File: config.mk
export PLATFORM = sky130hd
export DESIGN_NAME = mac_accumulator
export DESIGN_NICKNAME = d
export VERILOG_FILES = /design/src/rtl/mac_accumulator_pkg.sv /design/src/rtl/sat_lane_add.sv /design/src/rtl/mac_accumulator.sv
export SDC_FILE = /design/constraint.sdc
export NUM_CORES = 1
export LEC_CHECK = 0
export BUFFER_PORTS_ARGS = -buffer_cell sky130_fd_sc_hd__buf_2
export CAP_MARGIN = 20
export CORE_UTILIZATION = 40
export DETAILED_ROUTE_END_ITERATION = 8
export PLACE_DENSITY = 0.65
export SLEW_MARGIN = 20
export SYNTH_ARGS = -nofsm -noshare
export SYNTH_HDL_FRONTEND = slang
export SYNTH_SLANG_ARGS = --single-unit
File: constraint.sdc
create_clock -name clk -period 4 [get_ports clk]
set_input_delay 0.6 -clock clk [delete_from_list [all_inputs] [get_ports clk]]
set_output_delay 0.6 -clock clk [all_outputs]
set_load 0.03 [all_outputs]
File: src/rtl/mac_accumulator_pkg.sv
// Shared definitions for the MAC accumulator: FSM states, default widths, mode encodings.
package mac_accumulator_pkg;

    localparam int unsigned ACC_W_DEFAULT = 40;
    localparam int unsigned LEN_W_DEFAULT = 8;

    // Accumulation mode, latched with start.
    localparam logic MODE_SINGLE = 1'b0;  // one signed 32-bit product per word
    localparam logic MODE_DUAL   = 1'b1;  // two packed signed 16-bit lane products

    typedef enum logic [1:0] {
        StIdle,
        StAccum,
        StDrain
    } state_e;

endpackage

File: src/rtl/sat_lane_add.sv
// Signed saturating adder for one accumulator lane: acc + addend, clamped to the W-bit range.
module sat_lane_add #(
    parameter int unsigned W = 20
) (
    input  logic [W-1:0] acc,
    input  logic [W-1:0] addend,  // already sign-extended to W bits
    output logic [W-1:0] result,
    output logic         ovf
);

    localparam logic [W-1:0] MAX_POS = {1'b0, {(W-1){1'b1}}};
    localparam logic [W-1:0] MIN_NEG = {1'b1, {(W-1){1'b0}}};

    logic [W:0] wide_sum;

    // One guard bit: overflow shows up as the guard bit disagreeing with the lane sign bit.
    always_comb begin
        wide_sum = {acc[W-1], acc} + {addend[W-1], addend};
        ovf      = wide_sum[W] ^ wide_sum[W-1];
        if (ovf) begin
            result = wide_sum[W] ? MIN_NEG : MAX_POS;
        end else begin
            result = wide_sum[W-1:0];
        end
    end

endmodule

File: src/rtl/mac_accumulator.sv
// Accumulates a run of len products into a saturating sum, single-lane or dual 16-bit lane,
// and presents the result on a valid/ready output.
module mac_accumulator
    import mac_accumulator_pkg::*;
#(
    parameter int unsigned ACC_W = ACC_W_DEFAULT,
    parameter int unsigned LEN_W = LEN_W_DEFAULT
) (
    input  logic             clk,
    input  logic             reset,
    input  logic             start,
    input  logic [LEN_W-1:0] len,
    input  logic             mode,
    input  logic [31:0]      p,
    input  logic             in_valid,
    output logic             in_ready,
    output logic [ACC_W-1:0] sum,
    output logic             sat,
    output logic             out_valid,
    input  logic             out_ready
);

    localparam int unsigned HALF_W = ACC_W / 2;

    state_e           state;
    logic [LEN_W-1:0] len_r;
    logic [LEN_W-1:0] count;
    logic             mode_r;

    logic [ACC_W-1:0]  full_addend;
    logic [HALF_W-1:0] hi_addend;
    logic [HALF_W-1:0] lo_addend;
    logic [ACC_W-1:0]  full_res;
    logic [HALF_W-1:0] hi_res;
    logic [HALF_W-1:0] lo_res;
    logic              full_ovf;
    logic              hi_ovf;
    logic              lo_ovf;
    logic [ACC_W-1:0]  acc_next;
    logic              ovf_now;
    logic [LEN_W-1:0]  count_next;

    // Sign-extend the product (whole word or each half) into its lane width.
    always_comb begin
        full_addend = {{(ACC_W-32){p[31]}}, p};
        hi_addend   = {{(HALF_W-16){p[31]}}, p[31:16]};
        lo_addend   = {{(HALF_W-16){p[15]}}, p[15:0]};
    end

    sat_lane_add #(
        .W(ACC_W)
    ) u_full_lane (
        .acc    (sum),
        .addend (full_addend),
        .result (full_res),
        .ovf    (full_ovf)
    );

    sat_lane_add #(
        .W(HALF_W)
    ) u_hi_lane (
        .acc    (sum[ACC_W-1:HALF_W]),
        .addend (hi_addend),
        .result (hi_res),
        .ovf    (hi_ovf)
    );

    sat_lane_add #(
        .W(HALF_W)
    ) u_lo_lane (
        .acc    (sum[HALF_W-1:0]),
        .addend (lo_addend),
        .result (lo_res),
        .ovf    (lo_ovf)
    );

    // Select the lane results for the latched mode; lanes never carry into each other.
    always_comb begin
        if (mode_r == MODE_DUAL) begin
            acc_next = {hi_res, lo_res};
            ovf_now  = hi_ovf | lo_ovf;
        end else begin
            acc_next = full_res;
            ovf_now  = full_ovf;
        end
        count_next = count + 1'b1;
    end

    // Run-control FSM with registered handshake outputs; sum doubles as the accumulator.
    always_ff @(posedge clk or negedge reset) begin
        if (!reset) begin
            state     <= StIdle;
            len_r     <= '0;
            count     <= '0;
            mode_r    <= MODE_SINGLE;
            sum       <= '0;
            sat       <= 1'b0;
            in_ready  <= 1'b0;
            out_valid <= 1'b0;
        end else begin
            case (state)
                StIdle: begin
                    if (start) begin
                        len_r  <= len;
                        mode_r <= mode;
                        count  <= '0;
                        sum    <= '0;
                        sat    <= 1'b0;
                        if (len != '0) begin
                            state    <= StAccum;
                            in_ready <= 1'b1;
                        end else begin
                            state     <= StDrain;
                            out_valid <= 1'b1;
                        end
                    end
                end
                StAccum: begin
                    if (in_valid) begin
                        sum   <= acc_next;
                        sat   <= sat | ovf_now;
                        count <= count_next;
                        // count_next reaches at most len_r, so the counter never wraps.
                        if (count_next == len_r) begin
                            state     <= StDrain;
                            in_ready  <= 1'b0;
                            out_valid <= 1'b1;
                        end
                    end
                end
                StDrain: begin
                    if (out_ready) begin
                        state     <= StIdle;
                        out_valid <= 1'b0;
                    end
                end
                default: begin
                    state     <= StIdle;
                    in_ready  <= 1'b0;
                    out_valid <= 1'b0;
                end
            endcase
        end
    end

endmodule

==> results.md, run 1 <==
- Outcome: completed
- Share of the cycle needed by the critical path after routing: 0.925
- Post-synth top area cell: sky130_fd_sc_hd__dfrtp_1
- Wire length per cell after detailed routing: 16.1 um
- Hold Buf Count CTS: 0
- Synth cell types: 67
- Transition at the pin with the smallest max-transition slack: 0.760 ns
- Static leakage power: 0.00357 uW
- First-pass GRT wire length: 27700 um
- Kind of path behind the tightest hold check: in2async
- Number of buffer cells added on primary ports: 88
- Insertion delay to the later sink of the worst-skew pair: 0.34 ns
- Maximum number of pins on one net before global-route repair: 35
- Type of the setup path with the least slack: reg2reg
- # Max-Cap Violations: 0
- Initial core utilization: 0.408
- Final antenna-violating net count: 0
- Final number of setup-violating endpoints: 0
- Dpl cells: 1029
- Total clock buffers created by CTS: 9
- Number of warning messages in the yosys log: 0
- Net Count, Synth: 851
- Total Power: 6030 uW
- Unrepaired setup endpoints after global routing: no
- Number of global-route vias before repair: 5554
- Final min period: 3.70 ns
- Share of synthesized flip-flops with an asynchronous set or reset: 1.00
- Ratio of total power to cell area: 820 nW/um^2
- Vias post-DR: 6038
- Iter 0 DRT Violations: 343
- Core Rows: 45
- Finished Layout Cells: 1045
- Floorplan die area: 15900 sq um
- Data arrival at the endpoint of the critical path: 3.93 ns
- Most frequently used flop master after synthesis: sky130_fd_sc_hd__dfrtp_1
- Post-synthesis to final-layout area growth: 19.2%
- Number of gates resized after CTS: 0
- Clock transition at path regs: 0.06 ns
- Max Clk Rate: 0.270 GHz
- Fin nets: 962
- Die height: 126 um
- Synthesized instance count: 741
- Total Wirelength: 16900 um
- Number of design rule violations left after detail routing: 0
- Worst supply voltage drop on vdd: 0.345 mV
- Portion of the post-synthesis area used by sequential elements: 0.251
- Estimated wirelength of the detail-placed design: 13000 um
- Synth top area cells: sky130_fd_sc_hd__dfrtp_1, sky130_fd_sc_hd__ha_1, sky130_fd_sc_hd__a21oi_1, sky130_fd_sc_hd__xor2_1, sky130_fd_sc_hd__o21ai_0
- Clock Skew: 0.00564 ns
- TritonCTS clock tree: built
- Routability cong.: 0.983
- Total congestion overflow after global routing: 0
- Avg Vias per Cell: 5.78
- Hold violation total from the final report: 0
- Endpoint kind of the worst setup timing path: flip-flop
- Chip width: 126 um
- Most frequent cells in the layout: sky130_fd_sc_hd__buf_2, sky130_fd_sc_hd__nand2_1, sky130_fd_sc_hd__a21oi_1, sky130_fd_sc_hd__ha_1, sky130_fd_sc_hd__dfrtp_1
- Clock tree buffer depth: 2
- Leading cell type in the layout, fill and taps excluded: sky130_fd_sc_hd__buf_2
- Launch point of the worst reg-to-reg path: sum[8]
- Placement Cell Area: 7060 sq um
- Worst endpoint required time: 4.23 ns
- Buffers inserted during post-CTS setup optimization: 0
- Number of diodes: 0
- Final Instance Area: 7360 sq um
- Category of the worst setup path launch point: flip-flop
- Yosys top cell area share: 0.251
- First-pass detailed-route iteration total: 5
- Number of flops mapped to enable cells by yosys: 0
- Final Slew Violations: 0
- Cell area after synthesis: 6170 sq um
- Normalized max-slew margin: 0.487
- Initial antenna violation count: 0
- Maximum fanout along the worst path: 4
- Std-Cell Core Area: 15100 sq um
- Number of primary I/O pins: 89
- Gr usage total: 0.217
- Critical path origin: sum[8]
- Flip-flop and latch count after synthesis: 62
- Number of clock sinks: 62
- Average footprint of a synthesized cell: 8.33 sq um
- Fillers: 1475
- Share of layout cells above drive strength 1: 0.202
- H-Tree Depth: 3
- CTS Root Buffer Type: sky130_fd_sc_hd__clkbuf_16
## cells in the mapped netlist (all sizes together), types with 6 or more instances
cell type  number
a31oi          12
a22o           24
nor2b          14
a21oi          63
xor2           34
nand2b          7
o21ai          67
nor2           57
o211ai          7
and3           13
a22oi          13
dfrtp          62
a21o           31
nand2          65
a32o            8
o31ai           7
buf             9
nand3          11
o21a           12
mux2           10
ha             62
a211oi          9
xnor2          27
clkbuf         22
o21bai          6
inv            20
nor3           13
## worst max-delay path, cell delays in order (launching register included)
cell and delay (ns):
sky130_fd_sc_hd__dfrtp_1 0.40, sky130_fd_sc_hd__ha_1 0.29, sky130_fd_sc_hd__a21o_1 0.21, sky130_fd_sc_hd__a211o_1 0.26
sky130_fd_sc_hd__a211o_1 0.29, sky130_fd_sc_hd__o21ai_0 0.22, sky130_fd_sc_hd__o21ai_0 0.15, sky130_fd_sc_hd__a21oi_1 0.22
sky130_fd_sc_hd__nor2b_1 0.07, sky130_fd_sc_hd__o21ai_0 0.14, sky130_fd_sc_hd__nand2b_1 0.10, sky130_fd_sc_hd__xor2_1 0.15
sky130_fd_sc_hd__ha_1 0.32, sky130_fd_sc_hd__nor2b_2 0.17, sky130_fd_sc_hd__buf_4 0.15, sky130_fd_sc_hd__a21bo_2 0.21
sky130_fd_sc_hd__a32o_1 0.24
## final timing paths
kind	slack, ns	depth (start not counted)	end
worst max-delay path	0.30	16	sum[18]
worst min-delay path	0.31	1	sum[11]
worst max register to register	0.30	16	sum[18]
worst min register to register	0.48	1	out_valid
max in group asynchronous	2.76	2	sum[33]
min in group clk	0.48	1	out_valid
## cell families after synthesis
group / Yosys count / synth area share
AOI/OAI and AO/OA: 290 / 0.323
xor gates and xnor gates: 61 / 0.0866
adders and majority gates: 65 / 0.134
buffers and inverters: 51 / 0.0326
DFF: 62 / 0.251
muxes: 11 / 0.0199
and+or+nand+nor: 201 / 0.152
## where the power goes
group / internal, uW / switching (uW)
Clock: 439 / 315
Combinational: 1770 / 2390
Sequential: 870 / 255
Total: 3070 / 2960
## layer usage
metal	wire length, um	track usage	vias to the layer above
li1	-	-	3005
met1	8030	0.293	2844
met2	7760	0.352	172
met3	798	0.0370	17
met4	274	0.0716	0
met5	0	0	-
## flip-flops by register name, indices dropped and copies added (netlist names)
register,cells
len_r,8
out_valid,1
in_ready,1
sat,1
mode_r,1
state,2
count,8
sum,40
## layout make-up
cell class	instances	area (sq um)	area share
Timing Repair Buffer	131	776	0.105
Sequential cell	62	1550	0.211
Clock buffer	10	239	0.0325
Multi-Input combinational cell	628	4430	0.603
Clock inverter	6	47.5	0.00646
Tap cell	188	235	0.0320
Inverter	20	75.1	0.0102
## stage by stage
step / hold slack, ns / worst slack, ns / util / setup TNS (ns)
finish: 0.309 / 0.301 / 0.486 / 0
global route: 0.372 / 0.0664 / 0.486 / 0
CTS: 0.328 / 0.162 / 0.485 / 0
detailed placement: 0.478 / -0.128 / 0.466 / -1.17
global placement: 0.474 / -0.0295 / 0.466 / -0.167
floorplan: 0.304 / 0.0951 / - / 0
No activity file was read; power rests on OpenSTA's default activity.
==> run 2, diff against run 1 <==
--- a/config.mk
+++ b/config.mk
@@ -7,6 +7,7 @@
 export LEC_CHECK = 0
 export BUFFER_PORTS_ARGS = -buffer_cell sky130_fd_sc_hd__buf_2
 export CAP_MARGIN = 20
+export CORE_ASPECT_RATIO = 0.5
 export CORE_UTILIZATION = 40
 export DETAILED_ROUTE_END_ITERATION = 8
 export PLACE_DENSITY = 0.65
==> results.md, run 2 (synthesis results as in run 1) <==
- Iter 0 DRT Violations: 410 (+20%)
- Share of the cycle needed by the critical path after routing: 0.916 (-0.00844)
- Number of clock sinks: 62 (unchanged)
- Initial antenna violation count: 0 (unchanged)
- Final antenna-violating net count: 0 (unchanged)
- Hold Buf Count CTS: 0 (unchanged)
- Core Rows: 31 (-31%)
- Static leakage power: 0.00356 uW (-0.41%)
- Worst endpoint required time: 4.23 ns (about the same)
- Final number of setup-violating endpoints: 0 (unchanged)
- Fin nets: 958 (-0.42%)
- Max Clk Rate: 0.273 GHz (+0.92%)
- Number of design rule violations left after detail routing: 0 (unchanged)
- Avg Vias per Cell: 5.77 (-0.11%)
- Most frequent cells in the layout: sky130_fd_sc_hd__buf_2, sky130_fd_sc_hd__nand2_1, sky130_fd_sc_hd__a21oi_1, sky130_fd_sc_hd__ha_1, sky130_fd_sc_hd__dfrtp_1
- Normalized max-slew margin: 0.479 (-0.00782)
- Hold violation total from the final report: 0 (unchanged)
- Register containing the most flip-flops in the final layout: sum
- Clock transition at path regs: 0.06 ns (about the same)
- Maximum number of pins on one net before global-route repair: 27 (-23%)
- Final min period: 3.66 ns (-0.0337 ns)
- Vias post-DR: 6066 (+0.46%)
- Register-to-register path setup slack: 0.34 ns (+0.03 ns)
- Endpoint of the lowest-slack register-to-register path: sum[18]
- Share of layout cells above drive strength 1: 0.197 (-0.00492)
- First-pass detailed-route iteration total: 5 (unchanged)
- Initial core utilization: 0.418 (+0.0101)
- Area taken by multi-input logic gates: 4430 sq um (about the same)
- # Max-Cap Violations: 0 (unchanged)
- TritonCTS clock tree: built
- Fillers: 1476 (+0.068%)
- Total Wirelength: 17500 um (+3.7%)
- Final cell utilization of the core: 0.498 (+0.0121)
- Die height: 89.8 um (-29%)
- Type of the setup path with the least slack: reg2reg
- Cells along the critical path: ha_1, a21o_1, a211o_1, a211o_1, o21ai_1, o21ai_1, a21oi_1, nor2b_1, o21ai_0, nand2b_1, xor2_1, ha_1, nor2b_1, buf_4, a21bo_2, a32o_1
- H-Tree Depth: 3 (unchanged)
- Reg area: 1550 sq um (unchanged)
- Registers with the most flip-flops: sum x40, count x8, len_r x8
- Leading cell type in the layout, fill and taps excluded: sky130_fd_sc_hd__buf_2
- Wire length per cell after detailed routing: 16.6 um (+3.1%)
- Floorplan die area: 16000 sq um (+0.19%)
- Slowest cell delay on critical path: 0.41 ns (about the same)
- Unrepaired setup endpoints after global routing: no
- Estimated wirelength of the detail-placed design: 13600 um (+4.8%)
- Tightest hold margin: 0.249 ns (-0.0607 ns)
- Gr usage total: 0.224 (+0.00717)
- Kind of path behind the tightest hold check: in2async
- Logic depth of the worst register-to-register path: 16 (unchanged)
- Insertion delay to the later sink of the worst-skew pair: 0.34 ns (about the same)
- Total congestion overflow after global routing: 0 (unchanged)
- Critical path origin: sum[8]
- Endpoint kind of the worst setup timing path: flip-flop
- Category of the worst setup path launch point: flip-flop
- Data arrival at the endpoint of the critical path: 3.89 ns (-0.04 ns)
- Total clock buffers created by CTS: 9 (unchanged)
- Outcome: completed
- Clock tree buffer depth: 2 (unchanged)
- First-pass GRT wire length: 29000 um (+4.6%)
- Chip width: 178 um (+41%)
- Number of global-route vias before repair: 5860 (+5.5%)
- Routability cong.: 0.930 (-5.4%)
- Standard cell with the maximum stage delay on the critical path: sky130_fd_sc_hd__dfrtp_1
- Post-synthesis to final-layout area growth: 19.2% (unchanged)
- Final Slew Violations: 0 (unchanged)
- Number of primary I/O pins: 89 (unchanged)
- Summed negative setup slack over all endpoints: 0 ns (unchanged)
- Number of diodes: 0 (unchanged)
- Ratio of total power to cell area: 830 nW/um^2 (+1.2%)
- Number of buffer cells added on primary ports: 88 (unchanged)
- Clock Skew: 0.00865 ns (+0.00301 ns)
- Launch point of the worst reg-to-reg path: sum[8]
- CTS Root Buffer Type: sky130_fd_sc_hd__clkbuf_16
- Maximum fanout along the worst path: 5 (+1)
- Worst supply voltage drop on vdd: 0.291 mV (-16%)
- Transition at the pin with the smallest max-transition slack: 0.771 ns (+0.0116 ns)
- Max reg flops: 40 (unchanged)
- Std-Cell Core Area: 14800 sq um (-2.4%)
-- run 2: cell count changes in the layout (fill, tap and decap cells not counted), sizes merged --
cell / delta
buf: -4
clkbuf: -1
inv: +2
clkinv: -2
bufinv: +1
-- run 2: worst max-delay path, delay by kind of cell, from the launching register on --
| family | cells | cell delay (ns) |
|---|---|---|
| AO/OA/AOI/OAI | 9 | 1.89 |
| adder cells (fa/ha/maj) | 2 | 0.61 |
| flip-flops | 1 | 0.41 |
| AND/OR/NAND/NOR | 3 | 0.34 |
| buffers and inverters | 1 | 0.17 |
| XOR/XNOR | 1 | 0.16 |
-- run 2: metrics by stage --
| step | cells | setup slack, ns | area, sq um | power, uW |
|---|---|---|---|---|
| floorplan | 741 | 0.0951 | 6170 | 4080 |
| global placement | 1035 | 0.00852 | 7050 | 5170 |
| detailed placement | 1035 | -0.143 | 7050 | 5220 |
| CTS | 1051 | 0.146 | 7350 | 6080 |
| global route | 1051 | 0.0497 | 7360 | 6610 |
| finish | 1051 | 0.335 | 7360 | 6100 |
-- run 2: repair_timing --
action / 4_1_cts / 5_1_grt
buffers inserted: 0 / 0
setup endpoints to repair: 0 / 17
gates resized for setup: 0 / 5
-- run 2: final cells by class --
cell class	instances	area share
clock buffer	9	0.0306
inverter	20	0.0102
tap	198	0.0337
multi-input combinational	628	0.602
sequential	62	0.211
clock inverter	7	0.0111
timing repair buffer	127	0.101
-- run 2: worst max-delay path by stage --
stage,cells past startpoint,slack [ns],end
global placement,17,0.009,sum[4]
global route,16,0.05,sum[18]
finish,16,0.34,sum[18]
floorplan,16,0.1,sum[10]
CTS,15,0.15,sum[14]
detailed placement,16,-0.14,sum[14]
-- run 2: where the power goes --
part	internal (uW)	leakage [uW]	switching [uW]	total [uW]
registers	869	0.000796	252	1120
logic	1730	0.00262	2430	4160
clock network	490	0.000147	333	823
-- run 2: layer usage --
metal / global-route usage / vias to the layer above / part of all wire
met5: 0 / - / 0
met4: 0.0513 / 0 / 0.015
met3: 0.0381 / 20 / 0.051
met2: 0.356 / 165 / 0.44
met1: 0.316 / 2899 / 0.49
li1: - / 2982 / -
==> run 3, diff against run 2 <==
--- a/config.mk
+++ b/config.mk
@@ -7,10 +7,12 @@
 export LEC_CHECK = 0
 export BUFFER_PORTS_ARGS = -buffer_cell sky130_fd_sc_hd__buf_2
 export CAP_MARGIN = 20
+export CELL_PAD_IN_SITES_DETAIL_PLACEMENT = 1
+export CELL_PAD_IN_SITES_GLOBAL_PLACEMENT = 1
 export CORE_ASPECT_RATIO = 0.5
 export CORE_UTILIZATION = 40
 export DETAILED_ROUTE_END_ITERATION = 8
-export PLACE_DENSITY = 0.65
+export PLACE_DENSITY = 0.81
 export SLEW_MARGIN = 20
 export SYNTH_ARGS = -nofsm -noshare
 export SYNTH_HDL_FRONTEND = slang
==> results.md, run 3 (synthesis results as in run 1) <==
- Outcome: completed
- First-pass GRT wire length: 34400 um (+19%)
- Final number of setup-violating endpoints: 0 (unchanged)
- Worst supply voltage drop on vdd: 0.332 mV (+14%)
- Number of design rule violations left after detail routing: 0 (unchanged)
- TritonCTS clock tree: built
- Worst endpoint required time: 4.23 ns (about the same)
- Chip width: 178 um (unchanged)
- Ratio of total power to cell area: 867 nW/um^2 (+4.5%)
- Type of the setup path with the least slack: reg2reg
- Leading cell type in the layout, fill and taps excluded: sky130_fd_sc_hd__buf_2
- Initial core utilization: 0.418 (unchanged)
- Endpoint kind of the worst setup timing path: flip-flop
- Share of layout cells above drive strength 1: 0.215 (+0.0185)
- Maximum fanout along the worst path: 4 (-1)
- Routability cong.: 0.906 (-2.5%)
- Tightest hold margin: 0.372 ns (+0.123 ns)
- Slowest cell delay on critical path: 0.44 ns (+0.03 ns)
- Registers with the most flip-flops: sum x40, count x8, len_r x8
- Final antenna-violating net count: 0 (unchanged)
- Total clock buffers created by CTS: 9 (unchanged)
- Capture point of the worst path: sum[18]
- Max reg flops: 40 (unchanged)
- Standard cell with the maximum stage delay on the critical path: sky130_fd_sc_hd__or3_1
- Post-synthesis to final-layout area growth: 22.1%
- Cell-internal power: 3260 uW (+5.4%)
- Kind of path behind the tightest hold check: in2async
- Met1 GRT Util: 0.355 (+0.0389)
- Core Rows: 31 (unchanged)
- Number of diodes: 0 (unchanged)
- Switching power as a share of total power: 0.501 (+0.00800)
- Category of the worst setup path launch point: flip-flop
- Transition at the pin with the smallest max-transition slack: 0.868 ns (+0.0960 ns)
- Clock tree buffer depth: 2 (unchanged)
- Die height: 89.8 um (unchanged)
- Most Used Layer, Global Route: met2
- Avg Vias per Cell: 6.00 (+4.0%)
- Gr usage total: 0.271 (+0.0471)
- Floorplan die area: 16000 sq um (unchanged)
- Register-to-register path setup slack: 0.004 ns (-0.33 ns)
- Total Wirelength: 21500 um (+23%)
- # Max-Cap Violations: 0 (unchanged)
- Sequential cell fraction of total power: 0.177 (-0.007)
- Number of primary I/O pins: 89 (unchanged)
- Grt met3 use: 0.0470 (+0.00888)
- Fin nets: 973 (+1.6%)
- Total congestion overflow after global routing: 0 (unchanged)
- Register containing the most flip-flops in the final layout: sum
- Wire length per cell after detailed routing: 20.1 um (+21%)
- Std-Cell Core Area: 14800 sq um (unchanged)
- H-Tree Depth: 3 (unchanged)
- Logic depth of the worst register-to-register path: 16 (unchanged)
- Estimated wirelength of the detail-placed design: 16100 um (+19%)
- Normalized max-slew margin: 0.422 (-0.0573)
- Endpoint of the lowest-slack register-to-register path: sum[18]
- Maximum number of pins on one net before global-route repair: 35 (+30%)
- Static leakage power: 0.00365 uW (+2.4%)
- Hold Buf Count CTS: 0 (unchanged)
- Share of the cycle needed by the critical path after routing: 0.999 (+0.0828)
- Final min period: 4.00 ns (+0.331 ns)
- Vias post-DR: 6399 (+5.5%)
- Launch point of the worst reg-to-reg path: sum[12]
- Number of clock sinks: 62 (unchanged)
- Combinational fraction of design power: 0.687 (+0.006)
- Fraction of power consumed by the clock network: 0.136 (about the same)
- Cells along the critical path: ha_1, nand2_1, or3_1, a21oi_2, o21ai_2, o21ai_0, a21oi_1, nor2b_1, o21ai_0, nand2b_1, xor2_1, ha_1, nor2b_2, buf_4, a21bo_2, a32o_1
- First-pass detailed-route iteration total: 5 (unchanged)
- Iter 0 DRT Violations: 384 (-6.3%)
- Data arrival at the endpoint of the critical path: 4.22 ns (+0.33 ns)
- Clock Skew: 0.00605 ns (-0.00260 ns)
- Initial antenna violation count: 0 (unchanged)
- Number of global-route vias before repair: 6605 (+13%)
- Clock transition at path regs: 0.06 ns (about the same)
- Total Power: 6540 uW (+7.1%)
- Critical path origin: sum[12]
- Max Clk Rate: 0.250 GHz (-8.3%)
- Insertion delay to the later sink of the worst-skew pair: 0.34 ns (about the same)
- Buffers inserted during post-CTS setup optimization: 0 (unchanged)
- CTS Root Buffer Type: sky130_fd_sc_hd__clkbuf_16
- Most frequent cells in the layout: sky130_fd_sc_hd__buf_2, sky130_fd_sc_hd__nand2_1, sky130_fd_sc_hd__a21oi_1, sky130_fd_sc_hd__ha_1, sky130_fd_sc_hd__dfrtp_1
- Met2 track demand over resource: 0.456 (+0.101)
- Hold violation total from the final report: 0 (unchanged)
- Final Slew Violations: 0 (unchanged)
- Power spent charging and discharging nets: 3280 uW (+8.8%)
- Number of buffer cells added on primary ports: 88 (unchanged)
-- run 3: changes by cell type in the layout (fill, tap and decap cells not counted), moves of 2 or more --
cell,previous run,this run
sky130_fd_sc_hd__buf_4,38,52
sky130_fd_sc_hd__clkinv_4,3,0
sky130_fd_sc_hd__inv_6,2,4
sky130_fd_sc_hd__o21ai_0,56,58
sky130_fd_sc_hd__o21ai_1,11,8
-- run 3: critical path: cells and delay by family (launching register included) --
family	cells	cell delay [ns]
and+or+nand+nor	5	1.02
buffers and inverters	1	0.16
AOI/OAI and AO/OA	7	1.44
xor gates and xnor gates	1	0.18
DFF	1	0.40
adders and majority gates	2	0.69
-- run 3: through the flow --
| stage | area, sq um | instances | utilization | setup TNS (ns) | setup WS, ns |
|---|---|---|---|---|---|
| finish | 7540 | 1066 | 0.510 | 0 | 0.00379 |
| global route | 7540 | 1066 | 0.510 | -1.03 | -0.125 |
| CTS | 7510 | 1066 | 0.508 | 0 | 0.0795 |
| detailed placement | 7170 | 1050 | 0.485 | -2.81 | -0.177 |
| global placement | 7170 | 1050 | 0.485 | 0 | 0.0719 |
| floorplan | 6170 | 741 | - | 0 | 0.0951 |
-- run 3: timing repair --
action,in CTS,in global routing
cloned,0,0
resized for setup,2,7
setup endpoints to repair,7,23
pin swaps,0,1
-- run 3: cell type report --
type,count,area [sq um]
multi-input combinational,628,4470
fill,1820,7240
sequential,62,1550
clock buffer,9,225
timing repair buffer,142,871
clock inverter,7,103
tap,198,248
inverter,20,75.1
-- run 3: worst min-delay path by stage --
stage	to	cells after the start
after global placement	out_valid	1
after global routing	sum[28]	1
after detailed placement	count[7]	1
after floorplan	count[0]	0
after CTS	sum[28]	1
final	sum[28]	1
-- run 3: power by group through the flow --
stage          registers, uW  clock network, uW  logic [uW]
2_1_floorplan           1390                  0        2690
3_3_place_gp            1130                  0        4140
3_5_place_dp            1150                  0        4300
4_1_cts                 1150                897        4400
5_1_grt                 1190                919        4890
6_report                1160                886        4490
-- run 3: per-layer routing --
layer | routed length (um) | vias up
met4 | 455 | 0
met3 | 755 | 37
li1 | - | 3013
met5 | 0 | -
met2 | 10200 | 142
met1 | 10000 | 3207
